$ cat src/rtl/log_mem_reader.sv
// log_mem_reader: streams the circular log RAM oldest-first over valid/ready.
// A 2-entry skid buffer absorbs the 1-cycle RAM read latency under backpressure.
// Ports: i_clock, i_reset (async, active-high); i_start/i_wr_ptr/i_full dump
//   request and writer snapshot; o_rd_en/o_rd_addr/i_rd_data RAM read port;
//   o_data/o_valid/i_ready sample stream; o_busy/o_done dump status.
// Config: define LOG_RD_LAST_EN to add o_last (high on the final sample).
module log_mem_reader #(
    parameter int NB_DATA = 16,
    parameter int NB_ADDR = 10
) (
    input  logic               i_clock,
    input  logic               i_reset,
    input  logic               i_start,
    input  logic [NB_ADDR-1:0] i_wr_ptr,
    input  logic               i_full,
    output logic               o_rd_en,
    output logic [NB_ADDR-1:0] o_rd_addr,
    input  logic [NB_DATA-1:0] i_rd_data,
    output logic [NB_DATA-1:0] o_data,
    output logic               o_valid,
    input  logic               i_ready,
    output logic               o_busy,
`ifdef LOG_RD_LAST_EN
    output logic               o_done,
    output logic               o_last
`else
    output logic               o_done
`endif
);

    localparam logic [NB_ADDR:0] FULL_CNT = {1'b1, {NB_ADDR{1'b0}}};
    localparam logic [NB_ADDR:0] CNT_ONE  = {{NB_ADDR{1'b0}}, 1'b1};

    typedef enum logic [1:0] {
        S_IDLE,
        S_READ,
        S_DRAIN,
        S_DONE
    } state_t;

    state_t             state_q;
    state_t             state_d;
    logic [NB_ADDR-1:0] addr_q;
    logic [NB_ADDR:0]   rd_left_q;
    logic [NB_ADDR:0]   rem_q;
    logic [NB_ADDR:0]   start_cnt;
    logic               pend_q;
    logic [1:0]         occ_q;
    logic [1:0]         occ_d;
    logic               head_q;
    logic               tail_q;
    logic [NB_DATA-1:0] skid_q [2];
    logic               start_ok;
    logic               have_data;
    logic               issue;
    logic               push;
    logic               pop;

    // Datapath: a read may only be issued while buffered words plus the
    // word in flight leave room, so returning data can always be stored.
    // While the buffer is empty the in-flight word is presented directly;
    // it is still written into the buffer, so an unaccepted word stays put.
    always_comb begin
        start_cnt = i_full ? FULL_CNT : {1'b0, i_wr_ptr};
        start_ok  = (state_q == S_IDLE) && i_start;
        have_data = (occ_q != 2'd0);
        issue     = (state_q == S_READ) &&
                    ((occ_q + {1'b0, pend_q}) < 2'd2);
        push      = pend_q;
        o_valid   = have_data || pend_q;
        pop       = o_valid && i_ready;
        o_data    = have_data ? skid_q[head_q] :
                    (pend_q ? i_rd_data : '0);
        o_rd_en   = issue;
        o_rd_addr = issue ? addr_q : '0;
        unique case ({push, pop})
            2'b10:   occ_d = occ_q + 2'd1;
            2'b01:   occ_d = occ_q - 2'd1;
            default: occ_d = occ_q;
        endcase
    end

`ifdef LOG_RD_LAST_EN
    assign o_last = o_valid && (rem_q == CNT_ONE);
`endif

    always_comb begin
        state_d = state_q;
        o_busy  = 1'b0;
        o_done  = 1'b0;
        unique case (state_q)
            S_IDLE: begin
                if (i_start) begin
                    state_d = (start_cnt == '0) ? S_DONE : S_READ;
                end
            end
            S_READ: begin
                o_busy = 1'b1;
                if (issue && (rd_left_q == CNT_ONE)) begin
                    state_d = S_DRAIN;
                end
            end
            S_DRAIN: begin
                o_busy = 1'b1;
                if (pop && (rem_q == CNT_ONE)) begin
                    state_d = S_DONE;
                end
            end
            S_DONE: begin
                o_done  = 1'b1;
                state_d = S_IDLE;
            end
            default: state_d = S_IDLE;
        endcase
    end

    always_ff @(posedge i_clock or posedge i_reset) begin
        if (i_reset) begin
            state_q <= S_IDLE;
        end else begin
            state_q <= state_d;
        end
    end

    always_ff @(posedge i_clock or posedge i_reset) begin
        if (i_reset) begin
            addr_q    <= '0;
            rd_left_q <= '0;
            rem_q     <= '0;
            pend_q    <= 1'b0;
            occ_q     <= 2'd0;
            head_q    <= 1'b0;
            tail_q    <= 1'b0;
            skid_q[0] <= '0;
            skid_q[1] <= '0;
        end else begin
            pend_q <= issue;
            occ_q  <= occ_d;
            if (start_ok) begin
                addr_q    <= i_full ? i_wr_ptr : '0;
                rd_left_q <= start_cnt;
                rem_q     <= start_cnt;
            end else begin
                if (issue) begin
                    addr_q    <= addr_q + 1'b1;
                    rd_left_q <= rd_left_q - 1'b1;
                end
                if (pop) begin
                    rem_q <= rem_q - 1'b1;
                end
            end
            if (push) begin
                skid_q[tail_q] <= i_rd_data;
                tail_q         <= ~tail_q;
            end
            if (pop) begin
                head_q <= ~head_q;
            end
        end
    end

endmodule
$ cat config.mk
export PLATFORM = sky130hd
export DESIGN_NAME = log_mem_reader
export DESIGN_NICKNAME = d
export VERILOG_FILES = /design/src/rtl/log_mem_reader.sv
export SDC_FILE = /design/constraint.sdc
export NUM_CORES = 1
export LEC_CHECK = 0
export CAP_MARGIN = 15
export CORE_MARGIN = 2
export CORE_UTILIZATION = 54
export CTS_CLUSTER_DIAMETER = 40
export CTS_CLUSTER_SIZE = 10
export DETAILED_ROUTE_END_ITERATION = 8
export PLACE_DENSITY = 0.8
export SYNTH_ARGS = -nofsm -noshare
export SYNTH_HDL_FRONTEND = slang
export SYNTH_SLANG_ARGS = --single-unit
$ cat constraint.sdc
create_clock -name i_clock -period 2.8 [get_ports i_clock]
set_clock_uncertainty 0.1 [all_clocks]
set_input_delay 0.56 -clock i_clock [delete_from_list [all_inputs] [get_ports i_clock]]
set_output_delay 0.56 -clock i_clock [all_outputs]
set_load 0.005 [all_outputs]
==> results of run 1 <==
[stage by stage]
| stage | total power, W | worst slack, ns |
|---|---|---|
| 6_report | 0.005280 | 0.09386 |
| 4_1_cts | 0.005308 | 0.02665 |
| 3_5_place_dp | 0.004321 | 0.2135 |
| 3_3_place_gp | 0.004213 | 0.2850 |
| 2_1_floorplan | 0.003346 | 0.3434 |
| 5_1_grt | 0.005665 | 0.002061 |
[state kept, by name, summed over array words and instances (netlist names), 2 cells and up]
name       cells
rem_q         11
addr_q        10
state_q        2
rd_left_q     11
skid_q        32
occ_q          2
[kinds of logic after synthesis]
| family | Yosys count | synth area share, % |
|---|---|---|
| AO/OA/AOI/OAI | 76 | 10.63 |
| AND/OR/NAND/NOR | 90 | 14.28 |
| adder cells (fa/ha/maj) | 11 | 3.585 |
| XOR/XNOR | 33 | 7.529 |
| flip-flops | 71 | 46.28 |
| buffers and inverters | 30 | 3.325 |
| multiplexers | 51 | 14.37 |
[cells in the final DEF (no fill, tap or decap), types with 11 or more instances in the layout]
cell                              synthesis  final
sky130_fd_sc_hd__o21ai_0                 17     17
sky130_fd_sc_hd__nand3_1                 21     21
sky130_fd_sc_hd__nor2_1                  11     11
sky130_fd_sc_hd__and2_1                  11     11
sky130_fd_sc_hd__dfrtp_1                 71     71
sky130_fd_sc_hd__buf_4                    1     16
sky130_fd_sc_hd__xor2_1                  17     17
sky130_fd_sc_hd__nand2_1                 14     14
sky130_fd_sc_hd__a21oi_1                 50     49
sky130_fd_sc_hd__ha_1                    11     11
sky130_fd_sc_hd__mux2i_1                 18     18
sky130_fd_sc_hd__mux2_2                  33     33
sky130_fd_sc_hd__xnor2_1                 16     16
sky130_fd_sc_hd__clkdlybuf4s50_1          0     60
[layout make-up]
| cell class | instances | share of cell area [%] |
|---|---|---|
| Multi-Input combinational cell | 261 | 39.96 |
| Sequential cell | 71 | 36.61 |
| Timing Repair Buffer | 77 | 15.26 |
| Clock buffer | 9 | 2.552 |
| Tap cell | 96 | 2.475 |
| Clock inverter | 7 | 2.114 |
| Inverter | 12 | 1.031 |
[power groups by stage]
stage | combinational (W) | sequential, W | clock, W
floorplan | 0.00159 | 0.00175 | 0
global route | 0.00279 | 0.00188 | 0.000992
global placement | 0.00241 | 0.00180 | 0
CTS | 0.00256 | 0.00181 | 0.000938
finish | 0.00253 | 0.00183 | 0.000925
detailed placement | 0.00249 | 0.00183 | 0
[routing by layer]
metal / wire length [um] / GRT usage (%) / up-vias
li1: - / - / 1430
met1: 3607 / 27.53 / 1459
met2: 4148 / 39.44 / 74
met3: 332 / 3.545 / 18
met4: 190 / 10.47 / 0
met5: 0 / 0 / -
[cells in the mapped netlist, drive strengths merged, types with 8 or more instances]
cell,number
a21oi,50
and2,11
clkbuf,12
dfrtp,71
ha,11
inv,11
mux2,33
mux2i,18
nand2,16
nand3,22
nand4,8
nor2,12
o21ai,18
xnor2,16
xor2,17
[worst paths after layout]
check                           slack, ns            to
worst max-delay path                 0.09  o_rd_addr[8]
worst min-delay path                 0.37        head_q
min in group asynchronous            0.41     addr_q[4]
max in group asynchronous            1.67  rd_left_q[6]
worst min register to register       0.37        head_q
worst max register to register       0.81  rd_left_q[5]
[what timing repair did]
item	4_1_cts	5_1_grt
hold endpoints to repair	0	0
resized for setup	1	1
setup endpoints to repair	11	10
pin swaps	1	0
buffers inserted	3	0
==> summary by stage, run 1 <==
Timing
At the pin with the least slew margin, the transition time is 0.8262 ns. The time the worst path needs with I/O delays and setup is 2.706 ns. The final setup violation count is 0. The worst slew margin relative to its limit is 44.92%.

The count of final hold-check violations is 0. Adding up every negative setup slack in the final design gives 0 ns. The number of pins exceeding their max-slew limit in the final report was 0. Setup repair after global routing left no endpoint under its margin.

The upper clock frequency limit is 0.3695 GHz. The smallest hold slack is 0.3707 ns. After layout, the worst path uses 96.65% of the clock period.

Power and ir drop
The power per cell area is 1088 nW/um^2. Combinational logic is responsible for 47.9% of the overall power. The proportion of total power due to net switching is 35.10%. The clock group share of total power is 17.5%.

The switching power is 0.001853 W. Cell internal power was estimated by the tool at 0.003427 W. The register share of total power is 34.6%.

The worst ir drop on vdd is 509.0 uV. The total leakage power is 1.979 nW.

Setup path
The startpoint-to-endpoint class of the critical path is reg -> out. The sort of element at the end of the critical path is an output pin. The depth of the worst register-to-register path is 5. The maximum fanout encountered on the critical timing path is 14. The startpoint type of the worst setup path is a register. The count of buffer and inverter cells on the critical path is 1. In this design, the largest share of critical-path delay is due to buffers and inverters. The worst reg2reg path startpoint is state_q[0]. In this design, the stage delay of the slowest critical-path cell is 0.50 ns.

The data arrival at the endpoint of the critical path is 2.05 ns. The critical path depth is 4. Tracing the worst setup path back leads to its startpoint at occ_q[0].

The signal on the critical path passes through and3_1 -> o21a_2 -> and2_1 -> clkdlybuf4s50_1. The worst-path cell with the longest stage delay is sky130_fd_sc_hd__clkdlybuf4s50_1. The data required time of the critical path is 2.14 ns.

Logic synthesis
The top cell type's share of synthesized area is 46.28%. The fraction of registers with async set or reset after synthesis is 100.0%. The synthesized netlist net count is 404. The total standard cell area after synthesis is 3839 um^2. Counting every instance in the synthesized netlist gives 362. Counting distinct cell types in the post-synthesis netlist gives 42.

The leading area contributor after synthesis is sky130_fd_sc_hd__dfrtp_1. The synthesized area divided by synthesized cell count is 10.60 um^2. Ranked by total cell area, the synthesized netlist is headed by sky130_fd_sc_hd__dfrtp_1, sky130_fd_sc_hd__mux2_2, sky130_fd_sc_hd__a21oi_1. The share of the yosys chip area belonging to registers is 46.28%. The synthesized flop and latch total is 71. Among all flip-flop cells after synthesis, the most frequent one is sky130_fd_sc_hd__dfrtp_1. The number of warnings reported in the yosys synthesis log is 0.

The number of enable-type register cells in the synthesized netlist is 0.

Layout
The area added between synthesis and finish is 26.43%. The final antenna diode count is 0. Once layout is done, the placed cells without fillers occupy 4853 um^2.

The number of nets in the final layout is 474. Fill cells in the final layout number 540. The final core utilization is 71.04%. The sequential cell area in the final layout is 1777 um^2. The non-filler instance count after layout is 533. Cells with a size suffix above 1 make up 17.85% of the layout. In the final layout, the multi-input gates occupy 1939 um^2.

Place
The count of buffers added on input and output ports is 60. Once placement completed, the tool counted placed cells totaling 514. Routability-driven placement finished with a final weighted congestion of 0.8680.

In this run the cell area measured after placement is 4599 um^2. The HPWL after detailed placement is 5960 um.

Clock tree
CTS built an H-tree with a depth of 3. For the worst-skew pair, the clock arrives at the later sink with an insertion delay of 0.34 ns. The clock tree root buffer cell is sky130_fd_sc_hd__clkbuf_8. The CTS tree is built. The clock passes through at most 2 buffers.

The number of hold buffers added after CTS is 0. The number of clock buffers inserted by TritonCTS is 9. The clock slew seen by the registers of the worst setup and hold paths is 0.08 ns. CTS saw 71 sinks.

Global route
Global routing used 22.61% of the available tracks across all layers. Entering global routing, the biggest net connects 34 pins. The via count of the first global-routing pass came to 3,057.

The wire length of the first global-routing pass is 13,730 um. The number of antenna violations at the first check in global routing is 0. The total overflow left after global routing is 0.

Run
Max-cap violations in this run came to 0.

Floorplanning
The die extent in x is 88.31 um. The core region is 6832 um^2. The vertical die dimension is 88.31 um.

The I/O pin total is 61. The full die area is 7799 um^2. In this run the core area contains 30 standard-cell rows. For this configuration, the core starts out at a cell density of 56.19%.

Worst hold path
The beginning of the worst hold path is head_q. Along the worst hold path, the cell count comes to 1. The tightest min-delay check is of the reg -> reg type.

Detailed routing
The detailed-route via count is 2,981. The overall routed net length is 8278 um. After detailed routing, the number of remaining DRC violations is 0. The number of detailed-route iterations in the first pass is 4. In the final routed layout, each cell accounts on average for 15.53 um.

For this block, the initial DRC count from the detailed router was 123. The number of antenna-violating nets in the routed design is 0. The via-per-instance ratio is 5.593.

Outcome
The run finished with clean final reports.
Power figures use the tool's default switching activity.
==> run 2: changes to the inputs <==
ABC_CLOCK_PERIOD_IN_PS = 2800   (was not set)
==> results of run 2 <==
The final DEF is identical to that of run 1; final timing and power are the same.
